$ cat src/rtl/uart_fifo_ctrl.sv
// UART transceiver with TX/RX FIFOs, runtime baud divisor, optional parity,
// internal loopback and per-frame error pulses.
module uart_fifo_ctrl #(
  parameter int DATA_W = 8,
  parameter int DEPTH  = 16,
  parameter int DIV_W  = 16
) (
  input  logic                       clk,
  input  logic                       rst,
  input  logic [DIV_W-1:0]           baud_div,
  input  logic                       parity_en,
  input  logic                       parity_odd,
  input  logic                       loopback,
  input  logic                       tx_en,
  input  logic                       rxd,
  output logic                       txd,
  input  logic [DATA_W-1:0]          tx_data,
  input  logic                       tx_valid,
  output logic                       tx_ready,
  output logic [DATA_W-1:0]          rx_data,
  output logic                       rx_valid,
  input  logic                       rx_ready,
  output logic [$clog2(DEPTH+1)-1:0] tx_level,
  output logic [$clog2(DEPTH+1)-1:0] rx_level,
  output logic                       rx_parity_err,
  output logic                       rx_frame_err,
  output logic                       rx_overrun
);
  localparam int AW = $clog2(DEPTH);
  localparam int LW = $clog2(DEPTH+1);

  typedef enum logic [2:0] {TX_IDLE, TX_START, TX_DATA, TX_PARITY, TX_STOP} tx_state_t;
  typedef enum logic [2:0] {RX_IDLE, RX_START, RX_DATA, RX_PARITY, RX_STOP, RX_WAIT_HIGH} rx_state_t;

  function automatic logic par_of(input logic [DATA_W-1:0] d, input logic odd);
    return (^d) ^ odd;
  endfunction

  // Tick generator; the divisor is latched at each wrap.
  logic [DIV_W-1:0] div_cnt, div_lat;
  logic             tick;
  assign tick = (div_cnt == div_lat - DIV_W'(1));

  always_ff @(posedge clk or posedge rst) begin
    if (rst) begin
      div_cnt <= '0;
      div_lat <= DIV_W'(1);
    end else if (tick) begin
      div_cnt <= '0;
      div_lat <= (baud_div == '0) ? DIV_W'(1) : baud_div;
    end else begin
      div_cnt <= div_cnt + DIV_W'(1);
    end
  end

  // TX FIFO
  logic [DATA_W-1:0] tx_mem [DEPTH];
  logic [AW-1:0]     tx_wr, tx_rd;
  logic [LW-1:0]     tx_cnt;
  logic              tx_push, tx_pop, tx_can_pop;
  logic [DATA_W-1:0] tx_head;

  assign tx_ready   = (tx_cnt != LW'(DEPTH));
  assign tx_push    = tx_valid && tx_ready;
  assign tx_level   = tx_cnt;
  assign tx_head    = tx_mem[tx_rd];
  assign tx_can_pop = tx_en && (tx_cnt != '0);

  always_ff @(posedge clk) begin
    if (tx_push) tx_mem[tx_wr] <= tx_data;
  end

  always_ff @(posedge clk or posedge rst) begin
    if (rst) begin
      tx_wr  <= '0;
      tx_rd  <= '0;
      tx_cnt <= '0;
    end else begin
      if (tx_push) tx_wr <= tx_wr + AW'(1);
      if (tx_pop)  tx_rd <= tx_rd + AW'(1);
      if (tx_push && !tx_pop)      tx_cnt <= tx_cnt + LW'(1);
      else if (!tx_push && tx_pop) tx_cnt <= tx_cnt - LW'(1);
    end
  end

  // TX engine
  tx_state_t         tx_state, tx_state_n;
  logic [3:0]        tx_tcnt, tx_tcnt_n;
  logic [2:0]        tx_bit, tx_bit_n;
  logic              tx_have, tx_have_n, tx_par_en, tx_par_en_n, lb_q, lb_n;
  logic [DATA_W-1:0] tx_sh, tx_sh_n;
  logic              tx_par, tx_par_n, tx_end;

  assign tx_end = tick && (tx_tcnt == 4'd15);

  always_ff @(posedge clk or posedge rst) begin
    if (rst) begin
      tx_state  <= TX_IDLE;
      tx_tcnt   <= '0;
      tx_bit    <= '0;
      tx_have   <= 1'b0;
      tx_par_en <= 1'b0;
      lb_q      <= 1'b0;
    end else begin
      tx_state  <= tx_state_n;
      tx_tcnt   <= tx_tcnt_n;
      tx_bit    <= tx_bit_n;
      tx_have   <= tx_have_n;
      tx_par_en <= tx_par_en_n;
      lb_q      <= lb_n;
    end
  end

  always_ff @(posedge clk) begin
    tx_sh  <= tx_sh_n;
    tx_par <= tx_par_n;
  end

  always_comb begin
    tx_state_n  = tx_state;
    tx_tcnt_n   = tx_tcnt;
    tx_bit_n    = tx_bit;
    tx_have_n   = tx_have;
    tx_par_en_n = tx_par_en;
    lb_n        = lb_q;
    tx_sh_n     = tx_sh;
    tx_par_n    = tx_par;
    tx_pop      = 1'b0;
    if (tick && tx_state != TX_IDLE) tx_tcnt_n = tx_tcnt + 4'd1;
    case (tx_state)
      TX_IDLE: begin
        if (!tx_have) begin
          if (tx_can_pop) begin
            tx_pop    = 1'b1;
            tx_sh_n   = tx_head;
            tx_have_n = 1'b1;
          end
        end else if (tick) begin
          tx_state_n  = TX_START;
          tx_tcnt_n   = '0;
          tx_have_n   = 1'b0;
          tx_par_en_n = parity_en;
          tx_par_n    = par_of(tx_sh, parity_odd);
          lb_n        = loopback;
        end
      end
      TX_START: if (tx_end) begin
        tx_state_n = TX_DATA;
        tx_bit_n   = '0;
      end
      TX_DATA: if (tx_end) begin
        tx_sh_n = tx_sh >> 1;
        if (tx_bit == 3'(DATA_W-1)) tx_state_n = tx_par_en ? TX_PARITY : TX_STOP;
        else                        tx_bit_n   = tx_bit + 3'd1;
      end
      TX_PARITY: if (tx_end) tx_state_n = TX_STOP;
      TX_STOP: if (tx_end) begin
        // Chain straight into the next start bit so frames run back-to-back.
        if (tx_can_pop) begin
          tx_pop      = 1'b1;
          tx_sh_n     = tx_head;
          tx_state_n  = TX_START;
          tx_par_en_n = parity_en;
          tx_par_n    = par_of(tx_head, parity_odd);
          lb_n        = loopback;
        end else begin
          tx_state_n = TX_IDLE;
        end
      end
      default: tx_state_n = TX_IDLE;
    endcase
  end

  always_comb begin
    case (tx_state)
      TX_START:  txd = 1'b0;
      TX_DATA:   txd = tx_sh[0];
      TX_PARITY: txd = tx_par;
      default:   txd = 1'b1;
    endcase
  end

  // RX line select and synchroniser (p2 holds the previous sample for edge detect)
  logic rx_src, rx_sync_p0, rx_sync_p1, rx_sync_p2;
  assign rx_src = ((tx_state != TX_IDLE) ? lb_q : loopback) ? txd : rxd;

  always_ff @(posedge clk or posedge rst) begin
    if (rst) begin
      rx_sync_p0 <= 1'b1;
      rx_sync_p1 <= 1'b1;
      rx_sync_p2 <= 1'b1;
    end else begin
      rx_sync_p0 <= rx_src;
      rx_sync_p1 <= rx_sync_p0;
      rx_sync_p2 <= rx_sync_p1;
    end
  end

  // RX FIFO
  logic [DATA_W-1:0] rx_mem [DEPTH];
  logic [AW-1:0]     rx_wr, rx_rd;
  logic [LW-1:0]     rx_cnt;
  logic              rx_push, rx_pop, rx_full;
  logic [DATA_W-1:0] rx_sh, rx_sh_n;

  assign rx_valid = (rx_cnt != '0);
  assign rx_pop   = rx_valid && rx_ready;
  assign rx_full  = (rx_cnt == LW'(DEPTH)) && !rx_pop;
  assign rx_level = rx_cnt;
  assign rx_data  = rx_valid ? rx_mem[rx_rd] : '0;

  always_ff @(posedge clk) begin
    if (rx_push) rx_mem[rx_wr] <= rx_sh;
  end

  always_ff @(posedge clk or posedge rst) begin
    if (rst) begin
      rx_wr  <= '0;
      rx_rd  <= '0;
      rx_cnt <= '0;
    end else begin
      if (rx_push) rx_wr <= rx_wr + AW'(1);
      if (rx_pop)  rx_rd <= rx_rd + AW'(1);
      if (rx_push && !rx_pop)      rx_cnt <= rx_cnt + LW'(1);
      else if (!rx_push && rx_pop) rx_cnt <= rx_cnt - LW'(1);
    end
  end

  // RX engine
  rx_state_t  rx_state, rx_state_n;
  logic [3:0] rx_tcnt, rx_tcnt_n;
  logic [2:0] rx_bit, rx_bit_n;
  logic       rx_par_en, rx_par_en_n, rx_odd, rx_odd_n, rx_pbit, rx_pbit_n;
  logic       rx_line, rx_fall, rx_mid, rx_end;

  assign rx_line = rx_sync_p1;
  assign rx_fall = rx_sync_p2 && !rx_sync_p1;
  assign rx_mid  = tick && (rx_tcnt == 4'd8);
  assign rx_end  = tick && (rx_tcnt == 4'd15);

  always_ff @(posedge clk or posedge rst) begin
    if (rst) begin
      rx_state  <= RX_IDLE;
      rx_tcnt   <= '0;
      rx_bit    <= '0;
      rx_par_en <= 1'b0;
      rx_odd    <= 1'b0;
    end else begin
      rx_state  <= rx_state_n;
      rx_tcnt   <= rx_tcnt_n;
      rx_bit    <= rx_bit_n;
      rx_par_en <= rx_par_en_n;
      rx_odd    <= rx_odd_n;
    end
  end

  always_ff @(posedge clk) begin
    rx_sh   <= rx_sh_n;
    rx_pbit <= rx_pbit_n;
  end

  always_comb begin
    rx_state_n    = rx_state;
    rx_tcnt_n     = rx_tcnt;
    rx_bit_n      = rx_bit;
    rx_par_en_n   = rx_par_en;
    rx_odd_n      = rx_odd;
    rx_sh_n       = rx_sh;
    rx_pbit_n     = rx_pbit;
    rx_push       = 1'b0;
    rx_parity_err = 1'b0;
    rx_frame_err  = 1'b0;
    rx_overrun    = 1'b0;
    if (tick && rx_state != RX_IDLE && rx_state != RX_WAIT_HIGH) rx_tcnt_n = rx_tcnt + 4'd1;
    case (rx_state)
      RX_IDLE: if (rx_fall) begin
        rx_state_n  = RX_START;
        rx_tcnt_n   = '0;
        rx_par_en_n = parity_en;
        rx_odd_n    = parity_odd;
      end
      RX_START: begin
        if (rx_mid && rx_line) rx_state_n = RX_IDLE;
        else if (rx_end) begin
          rx_state_n = RX_DATA;
          rx_bit_n   = '0;
        end
      end
      RX_DATA: begin
        if (rx_mid) rx_sh_n = {rx_line, rx_sh[DATA_W-1:1]};
        if (rx_end) begin
          if (rx_bit == 3'(DATA_W-1)) rx_state_n = rx_par_en ? RX_PARITY : RX_STOP;
          else                        rx_bit_n   = rx_bit + 3'd1;
        end
      end
      RX_PARITY: begin
        if (rx_mid) rx_pbit_n = rx_line;
        if (rx_end) rx_state_n = RX_STOP;
      end
      RX_STOP: if (rx_mid) begin
        // Leaving at mid-stop lets the next start edge be caught without slip.
        rx_state_n = RX_IDLE;
        if (!rx_line) begin
          rx_frame_err = 1'b1;
          rx_state_n   = RX_WAIT_HIGH;
        end else if (rx_par_en && (rx_pbit != par_of(rx_sh, rx_odd))) rx_parity_err = 1'b1;
        else if (rx_full) rx_overrun = 1'b1;
        else              rx_push    = 1'b1;
      end
      RX_WAIT_HIGH: if (rx_line) rx_state_n = RX_IDLE;
      default: rx_state_n = RX_IDLE;
    endcase
  end
endmodule

$ cat config.mk
export PLATFORM = sky130hd
export DESIGN_NAME = uart_fifo_ctrl
export DESIGN_NICKNAME = d
export VERILOG_FILES = /design/src/rtl/uart_fifo_ctrl.sv
export SDC_FILE = /design/constraint.sdc
export NUM_CORES = 1
export LEC_CHECK = 0
export ABC_CLOCK_PERIOD_IN_PS = 4350
export BUFFER_PORTS_ARGS = -buffer_cell sky130_fd_sc_hd__buf_2
export CAP_MARGIN = 10
export CORE_ASPECT_RATIO = 0.75
export CORE_UTILIZATION = 50
export CTS_CLUSTER_DIAMETER = 120
export DETAILED_ROUTE_END_ITERATION = 6
export GPL_ROUTABILITY_DRIVEN = 1
export PLACE_DENSITY = 0.69
export SKIP_LAST_GASP = 1
export SYNTH_ARGS = -nofsm -noshare
export SYNTH_HDL_FRONTEND = slang
export SYNTH_SLANG_ARGS = --single-unit
export TNS_END_PERCENT = 20
$ cat constraint.sdc
create_clock -name clk -period 4.35 [get_ports clk]
set_input_delay 0.87 -clock clk [delete_from_list [all_inputs] [get_ports clk]]
set_output_delay 0.87 -clock clk [all_outputs]
set_load 0.02 [all_outputs]
==> reports/qor.csv <==
stage,metric,value,unit
outcome,status,"finished, final reports clean",
timing,Final min period,4170,ps
drt,Final ANT Viol Nets,0,
synth,Synth Flop Type,edfxtp_1,
timing,fmax,240,MHz
clocking,maximum buffer depth of the clock tree,3,
worst_setup_path,cell breakdown of the critical path,"or4_4, nor4b_4, xnor2_2, nand3_2, nor4_4, buf_4, and3_2, nand3_2, nor3b_2, buf_4",
drt,Vias,9245,
synth,post-synthesis sequential area ratio,64.7,%
synth,warnings from Yosys,0,
timing,Relative slew margins,43.8,%
worst_setup_path,Worst setup SP type,flop,
floorplanning,Initial Utilization,51.0,%
flow_run,maxcap violations,0,
floorplanning,Die Ht,157,µm
timing,final clock skew,22.2,ps
placed_design,Post-DP Area,0.0169,mm²
clocking,clk sink count,360,
placed_design,routability cong.,0.838,
global_route,GR peak layer,met1,
floorplanning,Die X,209,µm
floorplanning,I/O pins,57,
clocking,"Clk pin slew, worst setup/hold paths",60,ps
global_route,GR Util All Layers,21.0,%
synth,syn_nets,1138,
pwr,VDD IR max,330,µV
synth,Post-synth ARST share,23.9,%
timing,Final Setup Violations,0,
drt,Avg Vias per Cell,5.78,
timing,TNS Setup,0,ps
pwr,cell leakage power,6.56,nW
clocking,CTS tree,built,
timing,Tcrit/Tclk final,95.9,%
worst_setup_path,crit path kind,flop to output pin,
clocking,clock root cell,clkbuf_16,
worst_setup_path,Max stage delay on crit path,580,ps
placed_design,port bufs,56,
timing,"Slew Viols, Final",0,
floorplanning,die area,0.0328,mm²
floorplanning,Site Rows,56,
cells_and_area,Syn-to-layout area delta,13.6,%
cells_and_area,fraction of layout cells with a size suffix above 1,22.2,%
timing,"Hold Vio Cnt, Final",0,
global_route,antenna violations before repair,0,
cells_and_area,final std cells w/o fill,1600,
pwr,total power,8.88,mW
timing,RSZ-0062 raised after global routing,no,
synth,number of flops mapped to enable cells by yosys,274,
global_route,GR met3 Demand/Resource,4.33,%
cells_and_area,Antenna diodes,0,
cells_and_area,"leading cell type in the layout, fill and taps excluded",edfxtp_1,
timing,hold_ws,355,ps
synth,"FF+latch count, synth",360,
global_route,grt total ovfl,0,
global_route,first-pass GRT wire length,52600,µm
cells_and_area,most frequent cells in the layout,"edfxtp_1, dfrtp_1, nand2_1, nor2_1, mux4_2",
worst_setup_path,CP Data Arrival Time,3300,ps
clocking,H-tree depth,2,
global_route,pin count of the biggest net entering global routing,65,
synth,Syn Inst Count,1076,
clocking,hold bufs inserted after CTS,0,
timing,final setup margin,177,ps
floorplanning,core box area,0.0315,mm²
worst_setup_path,"delay-heaviest family, CP",simple AND/OR/NAND/NOR gates,
worst_setup_path,slowest CP cell,or4_4,
placed_design,Post-DP HPWL,22500,µm
synth,post-synth design cell area,0.0161,mm²
synth,Synth cell types,74,
cells_and_area,Final nets,1228,
placed_design,Inst Count DP,1523,
worst_setup_path,r2r setup slk,330,ps
placed_design,DP Worst Slack,126,ps
worst_setup_path,CP Buf/Inv Count,2,
drt,DRC Markers,0,
drt,final wirelength,33600,µm
clocking,number of CTS-inserted buffers,36,
min_path,Hold Crit Class,flop to flop,
synth,post-synthesis average cell area,14.9,µm²
global_route,GRT met1 Usage,31.6,%
global_route,met2 usage in global routing,31.4,%
worst_setup_path,crit path max fanout,6,
drt,drt pass-1 iters,5,
cells_and_area,fin util,58.0,%
global_route,vias in the first global route,9098,
cells_and_area,Finished Cell Area,0.0182,mm²
timing,Worst Max-Slew Pin Slew,843,ps
drt,DR iter-0 viols,767,
worst_setup_path,WP data required,3480,ps
pwr,pwr dens,487,mW/mm²
clocking,clock latency on the worst-skew pair,530,ps
drt,WL/cell,21.0,µm
worst_setup_path,Worst Setup End Kind,output pin,
repair_timing:
action,4_1_cts,5_1_grt
endpoints found under the setup margin,3,4
resized for setup,6,15
pin swaps,0,7
buffers inserted,1,10
cells by family (layout without fill, tap and decap cells):
kind of cell | after synthesis | in the layout | synth area share (%)
flops | 360 | 360 | 64.7
simple gates | 285 | 285 | 9.33
compound gates | 139 | 139 | 5.92
mux | 111 | 111 | 11.8
buf+inv | 82 | 200 | 2.07
xor+xnor | 70 | 70 | 3.90
fa+ha+maj | 29 | 29 | 2.35
worst paths after layout:
check | start | end | cells after the start
max | div_lat[6] | rx_overrun | 10
min | rx_sync_p0 | rx_line | 0
max reg2reg | div_lat[1] | tx_level[4] | 20
min reg2reg | rx_sync_p0 | rx_line | 0
max in group asynchronous | rst | rx_line | 3
min in group asynchronous | rst | rx_rd[2] | 2
flip-flops by register name, indices dropped and copies added (netlist names), 5 cells and up:
name	count
tx_level	5
tx_mem	128
div_lat	16
div_cnt	16
rx_mem	128
rx_level	5
rx_sh	8
tx_sh	8
cell usage after synthesis, types with 8 or more instances:
master    number  share of area [%]
nand3_1       22               0.69
mux2_2        17                1.2
a221oi_1      12               0.65
edfxtp_1     274                 51
and2_1        23               0.90
nor2_1        67                1.6
buf_1          8               0.19
ha_1          27                2.1
nor3_1        13               0.41
nor4_1         9               0.35
o21ai_0       34                1.1
xnor2_1       45                2.5
nand2_1       72                1.7
dfrtp_1       82                 13
inv_1         36               0.84
a22o_1         9               0.49
xor2_1        24                1.3
mux2i_1       32                2.0
nor2b_1       18               0.70
mux4_2        60                8.4
nand2b_1      10               0.39
a21oi_1       28               0.87
clkbuf_1      28               0.65
metal layers:
metal  vias to the layer above  wire, µm  part of all wire (%)
li1                       4270         -                     -
met1                      4706     16100                    48
met2                       231     15200                    45
met3                        38      1890                   5.6
met4                         0       414                   1.2
met5                         -         0                     0
power breakdown:
part	internal (mW)	leakage [nW]	switching [mW]
clock	1.80	0.574	1.28
combinational	0.787	2.45	0.859
sequential	3.91	3.53	0.244
total	6.50	6.56	2.39
area by class of cell:
cell class | count | area, µm²
Clock buffer | 53 | 1050
Fill cell | 2428 | 13200
Sequential cell | 360 | 10400
Timing Repair Buffer | 97 | 603
Tap cell | 406 | 508
Multi-Input combinational cell | 634 | 5420
Clock inverter | 13 | 126
Inverter | 37 | 141
worst reg2reg max path: stages (launching register included):
cell      delay [ps]
dfrtp_2          430
inv_1             80
ha_2             230
nor3b_4          240
buf_4            170
a211oi_2          60
or4_1            550
o211ai_2         120
nor4_4            60
buf_4            150
a21oi_2          260
nor3_1           130
inv_1             70
ha_1             170
inv_1            100
fa_1             410
a21o_1           170
a21oi_1          180
xnor2_1          140
nor2_1            60
xor2_1           140
Power figures use the tool's default switching activity.
